`src/rtl/cic3_sample_buffer_if.sv`:
```
// Read-side valid/ready channel of the CIC3 sample buffer.
// The buffer drives the master side; the consumer takes the slave side.
interface cic3_sample_buffer_if #(
  parameter int OUT_WIDTH = 16
);
  logic [OUT_WIDTH-1:0] rd_data;
  logic                 rd_valid;
  logic                 rd_ready;

  modport master (
    output rd_data,
    output rd_valid,
    input  rd_ready
  );

  modport slave (
    input  rd_data,
    input  rd_valid,
    output rd_ready
  );
endinterface

```
`src/rtl/cic3_sample_buffer.sv`:
```
// CIC3 output centering/scaling stage feeding a small sample FIFO.
// Define CIC3_SAMPLE_BUFFER_ROUND_EN for round-half-up instead of floor.
module cic3_sample_buffer #(
  parameter int NUMBITS   = 25,
  parameter int OUT_WIDTH = 16,
  parameter int DEPTH     = 8
) (
  input  logic                   clk,
  input  logic                   reset,
  input  logic [NUMBITS-1:0]     cic_in,
  input  logic                   sample_stb,
  input  logic                   flush,
  cic3_sample_buffer_if.master   rd,
  output logic [$clog2(DEPTH):0] fill_level,
  output logic                   overflow
);

  localparam int SHIFT = NUMBITS - 1 - OUT_WIDTH;
  localparam int CW    = NUMBITS + 2;
  localparam int AW    = $clog2(DEPTH);

  localparam logic signed [CW-1:0] MID =
    CW'(longint'(1) << (NUMBITS - 2));
  localparam logic signed [CW-1:0] SAT_HI =
    CW'((longint'(1) << (OUT_WIDTH - 1)) - 1);
  localparam logic signed [CW-1:0] SAT_LO = ~SAT_HI;
`ifdef CIC3_SAMPLE_BUFFER_ROUND_EN
  localparam logic signed [CW-1:0] RND =
    CW'(longint'(1) << (SHIFT - 1));
`endif

  logic signed [CW-1:0]  centered;
  logic signed [CW-1:0]  shifted;
  logic [OUT_WIDTH-1:0]  s1_next;
  logic [OUT_WIDTH-1:0]  s1_data;
  logic                  s1_valid;

  logic [OUT_WIDTH-1:0]  mem [DEPTH];
  logic [AW-1:0]         wr_ptr;
  logic [AW-1:0]         rd_ptr;
  logic [AW:0]           count;
  logic                  full;
  logic                  do_wr;
  logic                  do_rd;

  // Two guard bits keep the centered and rounded value from wrapping.
  always_comb begin
    centered = $signed({2'b00, cic_in}) - MID;
`ifdef CIC3_SAMPLE_BUFFER_ROUND_EN
    shifted = (centered + RND) >>> SHIFT;
`else
    shifted = centered >>> SHIFT;
`endif
    if (shifted > SAT_HI)
      s1_next = {1'b0, {(OUT_WIDTH-1){1'b1}}};
    else if (shifted < SAT_LO)
      s1_next = {1'b1, {(OUT_WIDTH-1){1'b0}}};
    else
      s1_next = shifted[OUT_WIDTH-1:0];
  end

  assign full  = (count == (AW+1)'(DEPTH));
  assign do_rd = rd.rd_valid & rd.rd_ready & ~flush;
  assign do_wr = s1_valid & ~flush & (~full | do_rd);

  assign rd.rd_valid = (count != '0);
  assign rd.rd_data  = rd.rd_valid ? mem[rd_ptr] : '0;
  assign fill_level  = count;

  always_ff @(posedge clk) begin
    if (do_wr)
      mem[wr_ptr] <= s1_data;
  end

  always_ff @(posedge clk or posedge reset) begin
    if (reset) begin
      s1_valid <= 1'b0;
      s1_data  <= '0;
      wr_ptr   <= '0;
      rd_ptr   <= '0;
      count    <= '0;
      overflow <= 1'b0;
    end else if (flush) begin
      s1_valid <= 1'b0;
      wr_ptr   <= '0;
      rd_ptr   <= '0;
      count    <= '0;
      overflow <= 1'b0;
    end else begin
      s1_valid <= sample_stb;
      if (sample_stb)
        s1_data <= s1_next;
      if (do_wr)
        wr_ptr <= wr_ptr + 1'b1;
      if (do_rd)
        rd_ptr <= rd_ptr + 1'b1;
      case ({do_wr, do_rd})
        2'b10:   count <= count + 1'b1;
        2'b01:   count <= count - 1'b1;
        default: count <= count;
      endcase
      // A sample arriving at a full FIFO with no pop is lost.
      if (s1_valid & full & ~do_rd)
        overflow <= 1'b1;
    end
  end

endmodule

```
`src/flat_wrapper.sv`:
```
// flat-port wrapper written by rule: the top's interface ports become plain ports
module cic3_sample_buffer_flat 
#(
  parameter int NUMBITS   = 25,
  parameter int OUT_WIDTH = 16,
  parameter int DEPTH     = 8
)
  (clk, reset, cic_in, sample_stb, flush, fill_level, overflow, rd_rd_data, rd_rd_valid, rd_rd_ready);
  cic3_sample_buffer_if #(.OUT_WIDTH(OUT_WIDTH)) rd_i ();
  input  logic clk;
  input  logic reset;
  input  logic [NUMBITS-1:0] cic_in;
  input  logic sample_stb;
  input  logic flush;
  output logic [$clog2(DEPTH):0] fill_level;
  output logic overflow;
  output wire logic [$bits(rd_i.rd_data)-1:0] rd_rd_data;
  output wire logic [$bits(rd_i.rd_valid)-1:0] rd_rd_valid;
  input wire logic [$bits(rd_i.rd_ready)-1:0] rd_rd_ready;
  assign rd_rd_data = rd_i.rd_data;
  assign rd_rd_valid = rd_i.rd_valid;
  assign rd_i.rd_ready = rd_rd_ready;
  cic3_sample_buffer #(.NUMBITS(NUMBITS), .OUT_WIDTH(OUT_WIDTH), .DEPTH(DEPTH)) u_core (.clk(clk), .reset(reset), .cic_in(cic_in), .sample_stb(sample_stb), .flush(flush), .rd(rd_i), .fill_level(fill_level), .overflow(overflow));
endmodule
```
`config.mk`:
```
export PLATFORM = sky130hd
export DESIGN_NAME = cic3_sample_buffer_flat
export DESIGN_NICKNAME = d
export VERILOG_FILES = /design/src/rtl/cic3_sample_buffer_if.sv /design/src/rtl/cic3_sample_buffer.sv /design/src/flat_wrapper.sv
export SDC_FILE = /design/constraint.sdc
export NUM_CORES = 1
export LEC_CHECK = 0
export CAP_MARGIN = 10
export CORE_MARGIN = 8
export CORE_UTILIZATION = 35
export CTS_CLUSTER_DIAMETER = 200
export DETAILED_ROUTE_END_ITERATION = 12
export GPL_TIMING_DRIVEN = 0
export PLACE_DENSITY = 0.52
export SYNTH_ARGS = -nofsm -noshare
export SYNTH_HDL_FRONTEND = slang
export SYNTH_SLANG_ARGS = --single-unit
```
`constraint.sdc`:
```
create_clock -name clk -period 2.8 [get_ports clk]
set_input_delay 0.56 -clock clk [delete_from_list [all_inputs] [get_ports clk]]
set_output_delay 0.56 -clock clk [all_outputs]
set_load 0.01 [all_outputs]
```
==> results.cfg, run 1 <==
[cts]
clk-insertion-delay-late_ns = 0.42
clkSlewWorstSetupHoldPaths_ns = 0.06
cts_tree = done
clock_path_buffers = 2
cts-htree-levels = 4
cts-hold-fix-buffers = 0
cts_root_buf = clkbuf_16
cts.sinks = 156
cts_made_buffers = 17

[sta]
final_min_period_over_clock_period_pct = 97.6
finish_stage_setup_viols = 0
timing.slew.headroom_pct = 35.5
clock_skew_ns = 0.00508
final_hold_violation_count = 0
slew_limit_fails = 0
worst_slew_pin_slew_ns = 0.962
period_minus_slack_ns = 2.73
achievable-frequency_mhz = 366
fin_ws_ns = 0.0668

[global_route]
groute.usage.overall_pct = 12.7
grt_pass1_vias = 3628
grt_max_degree = 29
globalRouteOverflowTotal = 0
antenna_found_initial = 0
global_route_wire_length_before_repair_um = 20900

[synth]
asyncSetResetFlopFracSynth_pct = 17.9
syn-instance-count = 369
syn-cell-area_um2 = 6370
synth.avg_cell_area_um2 = 17.3
synthDominantAreaCellType = edfxtp_1
synth_top_flop_cell = edfxtp_1
synth-edff-count = 128
top_cells_by_count_synth = 128 x edfxtp_1, 34 x nand2_1, 32 x mux4_2, 31 x nor2_1, 28 x dfrtp_1
synthDominantCellAreaShare_pct = 60.4
yosys_warnings = 0
seq_area_frac_synth_pct = 71.4
synth.distinct_cells = 44
synth_seq_cells = 156
synthTopCellsByArea = edfxtp_1 60%, mux4_2 11%, dfrtp_1 11%
most_repeated_cell_in_the_gate_level_netlist_after_synthesis = edfxtp_1
synth_nets = 406

[placed_design]
port_buffers = 41
place_congestion = 0.725
dpl.hpwl_um = 9160
dpl-instance-area_um2 = 7290
post-place-ws_ns = -0.293

[power_and_ir_drop]
worst_ir_drop_vdd_uv = 488
power-per-cell-area_nw_per_um2 = 863
p_total_uw = 7030
power.share.switching_pct = 28.7
comb_power_share_pct = 28.9
p_clk_share_pct = 31.1
p_int_uw = 5010
sequentialPowerShare_pct = 39.9
p_sw_uw = 2020
leakagePower_uw = 0.00283

[die]
core_um2 = 17900
initial_core_util_pct = 35.6
num_io_pins = 52
core.rowCount = 49
floorplan.die_area_um2 = 22800
die_w_um = 151
die_h_um = 151

[route]
drc_errors = 0
postRouteWirelength_um = 13800
routed_via_density = 4.95
routed_wire_length_per_instance_um = 19.9
antenna_nets_post_route = 0
via_count = 3437
detail_route.iter0.violations = 233
first_pass_iters = 4

[setup_path]
timing.critical_path.to_type = output port
required_worst_endpoint_ns = 2.24
timing.reg2reg.setup_slack_ns = 0.10
type_of_the_setup_path_with_the_least_slack = reg2out
path_max_fanout = 8
worstPathArrival_ns = 2.17
cp-start-kind = flop

[cells_and_area]
design_area_um2 = 8150
layout_stage_area_growth_over_the_synthesis_result_pct = 27.9
final_net_count = 489
num_antenna_cells = 0
final_layout_size_suffix_gt1_share_pct = 27.7

[run_status]
outcome = completed

[min_path]
hold_path_class = in2async

[run]
cap_viol_max_count = 0
placed cells by master (no fill, tap or decap), types with 2 or more instances in the layout:
cell,n
inv_6,4
buf_16,4
clkbuf_2,2
clkinvlp_4,2
clkbuf_16,20
clkdlybuf4s15_1,3
nand2_1,34
dfrtp_2,3
mux4_2,32
dfrtp_1,25
buf_12,5
ha_1,6
dlygate4sd2_1,11
xnor2_1,4
mux2i_2,2
nor3_2,4
buf_2,2
a21oi_1,2
nand3_1,14
o21ai_0,5
buf_6,8
mux2i_1,16
edfxtp_1,128
o211ai_1,3
nor2_1,28
clkdlybuf4s50_1,25
clkinv_4,3
inv_1,5
clkbuf_1,6
inv_8,2
xor2_1,4
buf_4,12
nand4_1,3
nor2_2,3
buf_8,3
nand2b_1,2
kinds of logic (layout without fill, tap and decap cells):
group,count (synthesis),count (layout),synth area share (%)
DFF,156,156,71.4
muxes,50,50,14.1
xor gates and xnor gates,8,8,1.10
buffers and inverters,27,123,2.04
adders and majority gates,7,7,1.49
and+or+nand+nor,102,102,7.45
AOI/OAI and AO/OA,19,19,2.42
critical path, stage by stage (launching register included):
cell,delay (ns)
dfrtp_1,0.39
buf_12,0.17
buf_12,0.13
mux4_2,0.51
mux2i_2,0.19
nor2_1,0.06
dlygate4sd2_1,0.28
through the flow:
| stage | util, % | TNS, ns | cells | hold slack (ns) |
|---|---|---|---|---|
| after floorplan | - | 0 | 369 | 0.534 |
| after global placement | 39.5 | -111.47 | 639 | 0.481 |
| after detailed placement | 40.7 | -3.07 | 649 | 0.526 |
| after CTS | 44.6 | -0.00494 | 687 | 0.540 |
| after global routing | 45.5 | -0.0206 | 694 | 0.564 |
| final | 45.5 | 0 | 694 | 0.511 |
sequential cells by signal, indices dropped and copies added, names as in the netlist:
register,cells
u_core.s1_data,16
u_core.rd_ptr,3
u_core.fill_level,4
u_core.overflow,1
u_core.wr_ptr,3
u_core.s1_valid,1
u_core.mem,128
power groups by stage:
stage                     logic [uW]  registers [uW]  clock network, uW
after floorplan                 1000            2810                  0
after global placement          1660            2850                  0
after detailed placement        1680            2860                  0
after CTS                       1870            2810               2230
after global routing            2200            2820               2320
final                           2030            2810               2190
timing repair:
item | in CTS | in global routing
setup endpoints to repair | 18 | 14
gates resized for setup | 43 | 17
gates cloned | 0 | 3
pin swaps | 1 | 4
setup buffers | 8 | 3
layer usage:
metal / part of all wire, % / track usage, % / vias up
met5: 0 / 0 / -
met4: 1.7 / 5.64 / 0
met3: 3.9 / 2.87 / 18
met2: 48 / 20.1 / 65
met1: 46 / 16.5 / 1762
li1: - / - / 1592
worst paths after layout:
| path | start | endpoint | depth (start not counted) |
|---|---|---|---|
| setup / recovery | u_core.rd_ptr[0] | rd_rd_data[2] | 6 |
| hold / removal | reset | u_core.wr_ptr[0] | 2 |
| setup reg to reg | u_core.fill_level[0] | u_core.fill_level[3] | 12 |
| hold reg to reg | u_core.overflow | u_core.overflow | 2 |
| max in group asynchronous | reset | u_core.s1_data[2] | 3 |
| min in group clk | u_core.overflow | u_core.overflow | 2 |
layout make-up:
type / instances / area [um^2]
multi-input combinational: 186 / 1770
buffer: 18 / 183
fill: 1583 / 9760
inverter: 7 / 28.8
tap: 229 / 287
clock buffer: 19 / 433
sequential: 156 / 4550
clock inverter: 13 / 134
timing repair buffer: 66 / 761
Power figures use the tool's default switching activity.
==> inputs of run 2 (changes only) <==
==> constraint.sdc (replaced) <==
create_clock -name clk -period 2.3 [get_ports clk]
set_input_delay 0.46 -clock clk [delete_from_list [all_inputs] [get_ports clk]]
set_output_delay 0.46 -clock clk [all_outputs]
set_load 0.01 [all_outputs]
==> results.cfg, run 2 (synthesized netlist as in run 1, its figures left out) <==
[sta]
timing.slew.headroom_pct = 47.9
fin_ws_ns = -0.218
period_minus_slack_ns = 2.52
achievable-frequency_mhz = 397
final_min_period_over_clock_period_pct = 109
worst_slew_pin_slew_ns = 0.779
slew_limit_fails = 0
final_hold_violation_count = 0
clock_skew_ns = 0.00732
rsz0062_at_grt = yes
timing.setup.tns_ns = -2.86
finish_stage_setup_viols = 17

[setup_path]
timing.critical_path.to_type = output port
cp-start-kind = flop
crit_path_max_incr_delay_ns = 0.52
path_max_fanout = 7
timing.reg2reg.setup_slack_ns = -0.17
worstPathArrival_ns = 2.06
path_cells = buf_12 -> buf_12 -> mux4_2 -> mux2i_2 -> nor2_1 -> buf_2
required_worst_endpoint_ns = 1.84
timing.critical_path.mode_cell = buf_12
critical-path-slowest-cell = mux4_2
type_of_the_setup_path_with_the_least_slack = reg2out

[cells_and_area]
multi_input_area_um2 = 1810
layout_common_cells = 128 x edfxtp_1, 34 x nand2_1, 32 x mux4_2, 28 x nor2_1, 24 x clkdlybuf4s50_1
mostFrequentLayoutCell = edfxtp_1
layout_stage_area_growth_over_the_synthesis_result_pct = 29.6
ff_latch_area_um2 = 4550
final_layout_size_suffix_gt1_share_pct = 32.8
post_layout_nonfiller_instances = 704
largest_register_ffs = 128
fillerInstances = 1569
regMostFlops = u_core.mem
final_net_count = 499
num_antenna_cells = 0

[placed_design]
dpl.hpwl_um = 9190
post-place-ws_ns = -0.773
place.detailed.instances = 647
place_congestion = 0.726
port_buffers = 41

[power_and_ir_drop]
p_clk_share_pct = 30.8
power-per-cell-area_nw_per_um2 = 1080
p_int_uw = 6390
sequentialPowerShare_pct = 38.4
comb_power_share_pct = 30.8
p_total_uw = 8880
worst_ir_drop_vdd_uv = 640
leakagePower_uw = 0.00286
power.share.switching_pct = 28.1
p_sw_uw = 2490

[cts]
cts_made_buffers = 17
clk-insertion-delay-late_ns = 0.42
cts.sinks = 156
cts_tree = done
clock_path_buffers = 2
cts-htree-levels = 4
clkSlewWorstSetupHoldPaths_ns = 0.06
cts_root_buf = clkbuf_16

[route]
met3_wire_length_um = 482
highest_layer = met4
via_count = 3483
routed_via_density = 4.95
drc_errors = 0
postRouteWirelength_um = 14100
antenna_nets_post_route = 0
routed_wire_length_per_instance_um = 20.0
met2_wirelength_um = 7220
first_pass_iters = 4
detail_route.iter0.violations = 178
wl_met1_um = 6130

[global_route]
groute.usage.overall_pct = 13.6
globalRouteOverflowTotal = 0
grt_max_degree = 29
antenna_found_initial = 0
global_route_wire_length_before_repair_um = 22400
grt_pass1_vias = 3769

[die]
die_h_um = 151
initial_core_util_pct = 35.6
floorplan.die_area_um2 = 22800
core.rowCount = 49
num_io_pins = 52
die_w_um = 151
core_um2 = 17900

[run]
cap_viol_max_count = 0

[min_path]
hold_path_class = in2async

[run_status]
outcome = complete, but fails checks
violations = negative setup slack
## run 2: cell type report
type / instances / area share, %
Timing Repair Buffer: 77 / 9.81
Multi-Input combinational cell: 186 / 22.0
Tap cell: 229 / 3.47
Clock buffer: 22 / 5.90
Clock inverter: 10 / 1.27
Sequential cell: 156 / 55.1
Inverter: 7 / 0.379
Buffer: 17 / 2.05
## run 2: final timing paths
| kind | depth (start not counted) | from | end |
|---|---|---|---|
| max | 6 | u_core.rd_ptr[0] | rd_rd_data[2] |
| min | 2 | reset | u_core.s1_valid |
| max reg2reg | 11 | u_core.fill_level[1] | u_core.fill_level[3] |
| min reg2reg | 2 | u_core.overflow | u_core.overflow |
| max in group asynchronous | 3 | reset | u_core.rd_ptr[2] |
| min in group clk | 3 | rd_rd_ready | u_core.rd_ptr[1] |
## run 2: per-layer routing
layer	GRT usage (%)	vias up
met1	16.4	1793
met2	23.0	54
met5	0	-
met4	5.64	0
li1	-	1617
met3	3.17	19
## run 2: worst max-delay path: cells and delay by family (launching register included)
kind          cells  cell delay [ns]
buf+inv           3             0.44
mux               2             0.73
simple gates      1             0.06
flops             1             0.38
## run 2: power by group through the flow
stage | Combinational, uW | Clock [uW] | Sequential [uW]
after floorplan | 1220 | 0 | 3430
after global placement | 2040 | 0 | 3470
after detailed placement | 2060 | 0 | 3480
after CTS | 2900 | 2790 | 3410
after global routing | 2970 | 2910 | 3440
final | 2740 | 2730 | 3420
## run 2: metrics by stage
step                utilization, %  hold WS, ns  cell area, um^2
finish                        46.1        0.266             8250
global route                  46.1        0.279             8250
CTS                           46.2        0.452             8280
detailed placement            40.4        0.495             7240
global placement              39.5        0.482             7080
floorplan                        -        0.525             6380
## run 2: what timing repair did
action,4_1_cts,5_1_grt
pin swaps,9,11
hold buffers,0,0
setup buffers,24,1
endpoints found under the setup margin,35,33
gates resized for setup,104,8
cloned,4,0
==> inputs of run 3 (changes only) <==
--- a/config.mk
+++ b/config.mk
@@ -6,12 +6,15 @@
 export NUM_CORES = 1
 export LEC_CHECK = 0
 export CAP_MARGIN = 10
+export CELL_PAD_IN_SITES_DETAIL_PLACEMENT = 0
+export CELL_PAD_IN_SITES_GLOBAL_PLACEMENT = 1
 export CORE_MARGIN = 8
 export CORE_UTILIZATION = 35
 export CTS_CLUSTER_DIAMETER = 200
 export DETAILED_ROUTE_END_ITERATION = 12
+export DONT_BUFFER_PORTS = 1
 export GPL_TIMING_DRIVEN = 0
-export PLACE_DENSITY = 0.52
+export PLACE_DENSITY = 0.54
 export SYNTH_ARGS = -nofsm -noshare
 export SYNTH_HDL_FRONTEND = slang
 export SYNTH_SLANG_ARGS = --single-unit
==> results.cfg, run 3 (synthesized netlist as in run 1, its figures left out) <==
[setup_path]
cp-start-kind = flop
timing.critical_path.to_type = flop
type_of_the_setup_path_with_the_least_slack = reg2reg
path_max_fanout = 7
worstPathArrival_ns = 2.83
required_worst_endpoint_ns = 2.58
timing.reg2reg.setup_slack_ns = -0.24

[sta]
timing.slew.headroom_pct = 61.7
rsz0062_at_grt = yes
final_min_period_over_clock_period_pct = 111
achievable-frequency_mhz = 393
period_minus_slack_ns = 2.54
final_hold_violation_count = 0
clock_skew_ns = 0.00963
finish_stage_setup_viols = 17
slew_limit_fails = 0
worst_slew_pin_slew_ns = 0.572
whs_ns = 0.163
fin_ws_ns = -0.244
timing.setup.tns_ns = -1.72

[cts]
cts_tree = done
cts_root_buf = clkbuf_16
clk-insertion-delay-late_ns = 0.42
cts_made_buffers = 17
clock_path_buffers = 2
cts.sinks = 156
clkSlewWorstSetupHoldPaths_ns = 0.07
cts-htree-levels = 4

[route]
detail_route.iter0.violations = 232
antenna_nets_post_route = 0
drc_errors = 0
routed_wire_length_per_instance_um = 21.7
routed_via_density = 5.06
first_pass_iters = 4
postRouteWirelength_um = 14400
via_count = 3349

[die]
core_um2 = 17900
die_h_um = 151
floorplan.die_area_um2 = 22800
num_io_pins = 52
core.rowCount = 49
initial_core_util_pct = 35.6
die_w_um = 151

[power_and_ir_drop]
leakagePower_uw = 0.00266
p_total_uw = 8380
power-per-cell-area_nw_per_um2 = 1060
worst_ir_drop_vdd_uv = 469

[placed_design]
place_congestion = 0.665
dpl-instance-area_um2 = 6810
dpl.hpwl_um = 9390
port_buffers = 0

[run_status]
violations = negative setup slack
outcome = complete, but fails checks

[run]
cap_viol_max_count = 0

[cells_and_area]
ff_latch_area_um2 = 4550
final_layout_size_suffix_gt1_share_pct = 34.6
final_net_count = 457
num_antenna_cells = 0
layout_common_cells = 128 x edfxtp_1, 34 x nand2_1, 32 x mux4_2, 24 x dfrtp_1
mostFrequentLayoutCell = edfxtp_1
regMostFlops = u_core.mem
layout_stage_area_growth_over_the_synthesis_result_pct = 24.0
design_area_um2 = 7900
largest_register_ffs = 128
fin_util_pct = 44.1
multi_input_area_um2 = 1900
fillerInstances = 1597

[global_route]
antenna_found_initial = 0
globalRouteOverflowTotal = 0
grt_max_degree = 29
global_route_wire_length_before_repair_um = 21500
groute.usage.overall_pct = 13.1
grt_pass1_vias = 3523

[min_path]
hold_path_class = in2reg
-- run 3: cell types whose count changed in the layout (fill, tap and decap cells not counted), sizes merged --
| cell | delta |
|---|---|
| dlygate4sd2 | -1 |
| clkinvlp | -1 |
| clkdlybuf4s15 | -3 |
| clkdlybuf4s50 | -24 |
| clkbuf | +3 |
| buf | -20 |
| bufinv | -1 |
| dlygate4sd3 | +1 |
| clkinv | -1 |
| inv | +5 |
-- run 3: timing repair --
| item | CTS | global route |
|---|---|---|
| setup endpoints to repair | 51 | 52 |
| endpoints found under the hold margin | 0 | 6 |
| gates cloned | 0 | 3 |
| pin swaps | 10 | 11 |
| gates resized for setup | 41 | 21 |
| buffers inserted | 13 | 11 |
| hold buffers | 0 | 1 |
-- run 3: area by class of cell --
| cell class | count | share of cell area [%] |
|---|---|---|
| Timing Repair Buffer | 35 | 5.15 |
| Clock buffer | 20 | 5.78 |
| Buffer | 17 | 2.12 |
| Inverter | 7 | 0.364 |
| Multi-Input combinational cell | 186 | 24.1 |
| Clock inverter | 12 | 1.25 |
| Tap cell | 229 | 3.63 |
| Sequential cell | 156 | 57.6 |
-- run 3: path summary, 6_finish.rpt --
check	start	endpoint	cells after the start
worst max-delay path	u_core.fill_level[0]	u_core.fill_level[3]	10
worst min-delay path	cic_in[16]	u_core.s1_data[8]	2
worst max register to register	u_core.fill_level[0]	u_core.fill_level[3]	10
worst min register to register	u_core.overflow	u_core.overflow	2
max in group asynchronous	reset	u_core.fill_level[1]	3
min in group asynchronous	reset	u_core.wr_ptr[0]	2
-- run 3: metal layers --
layer | routed length [um] | up-vias | track usage (%)
met5 | 0 | - | 0
met4 | 109 | 0 | 3.91
met3 | 826 | 8 | 3.94
met2 | 6900 | 80 | 19.5
met1 | 6530 | 1730 | 18.1
li1 | - | 1531 | -
-- run 3: where the power goes --
part | total (uW) | switching, uW | internal (uW)
registers | 3470 | 232 | 3240
logic | 2290 | 1130 | 1160
clock network | 2620 | 1160 | 1460
-- run 3: stage by stage --
| stage | std cells | setup WS, ns |
|---|---|---|
| after global routing | 662 | -0.322 |
| after global placement | 598 | -1.58 |
| after detailed placement | 606 | -0.662 |
| after floorplan | 369 | -0.347 |
| final | 662 | -0.244 |
| after CTS | 649 | -0.395 |
-- run 3: worst max-delay path, cell delays in order, from the launching register on --
cell and delay (ns):
dfrtp_2 0.50, or3_4 0.44, nor2_4 0.12, inv_4 0.07
nand2_4 0.09, nor3_4 0.07, ha_4 0.30, a211oi_4 0.06
or4_4 0.49, a31oi_1 0.19, a21oi_1 0.08
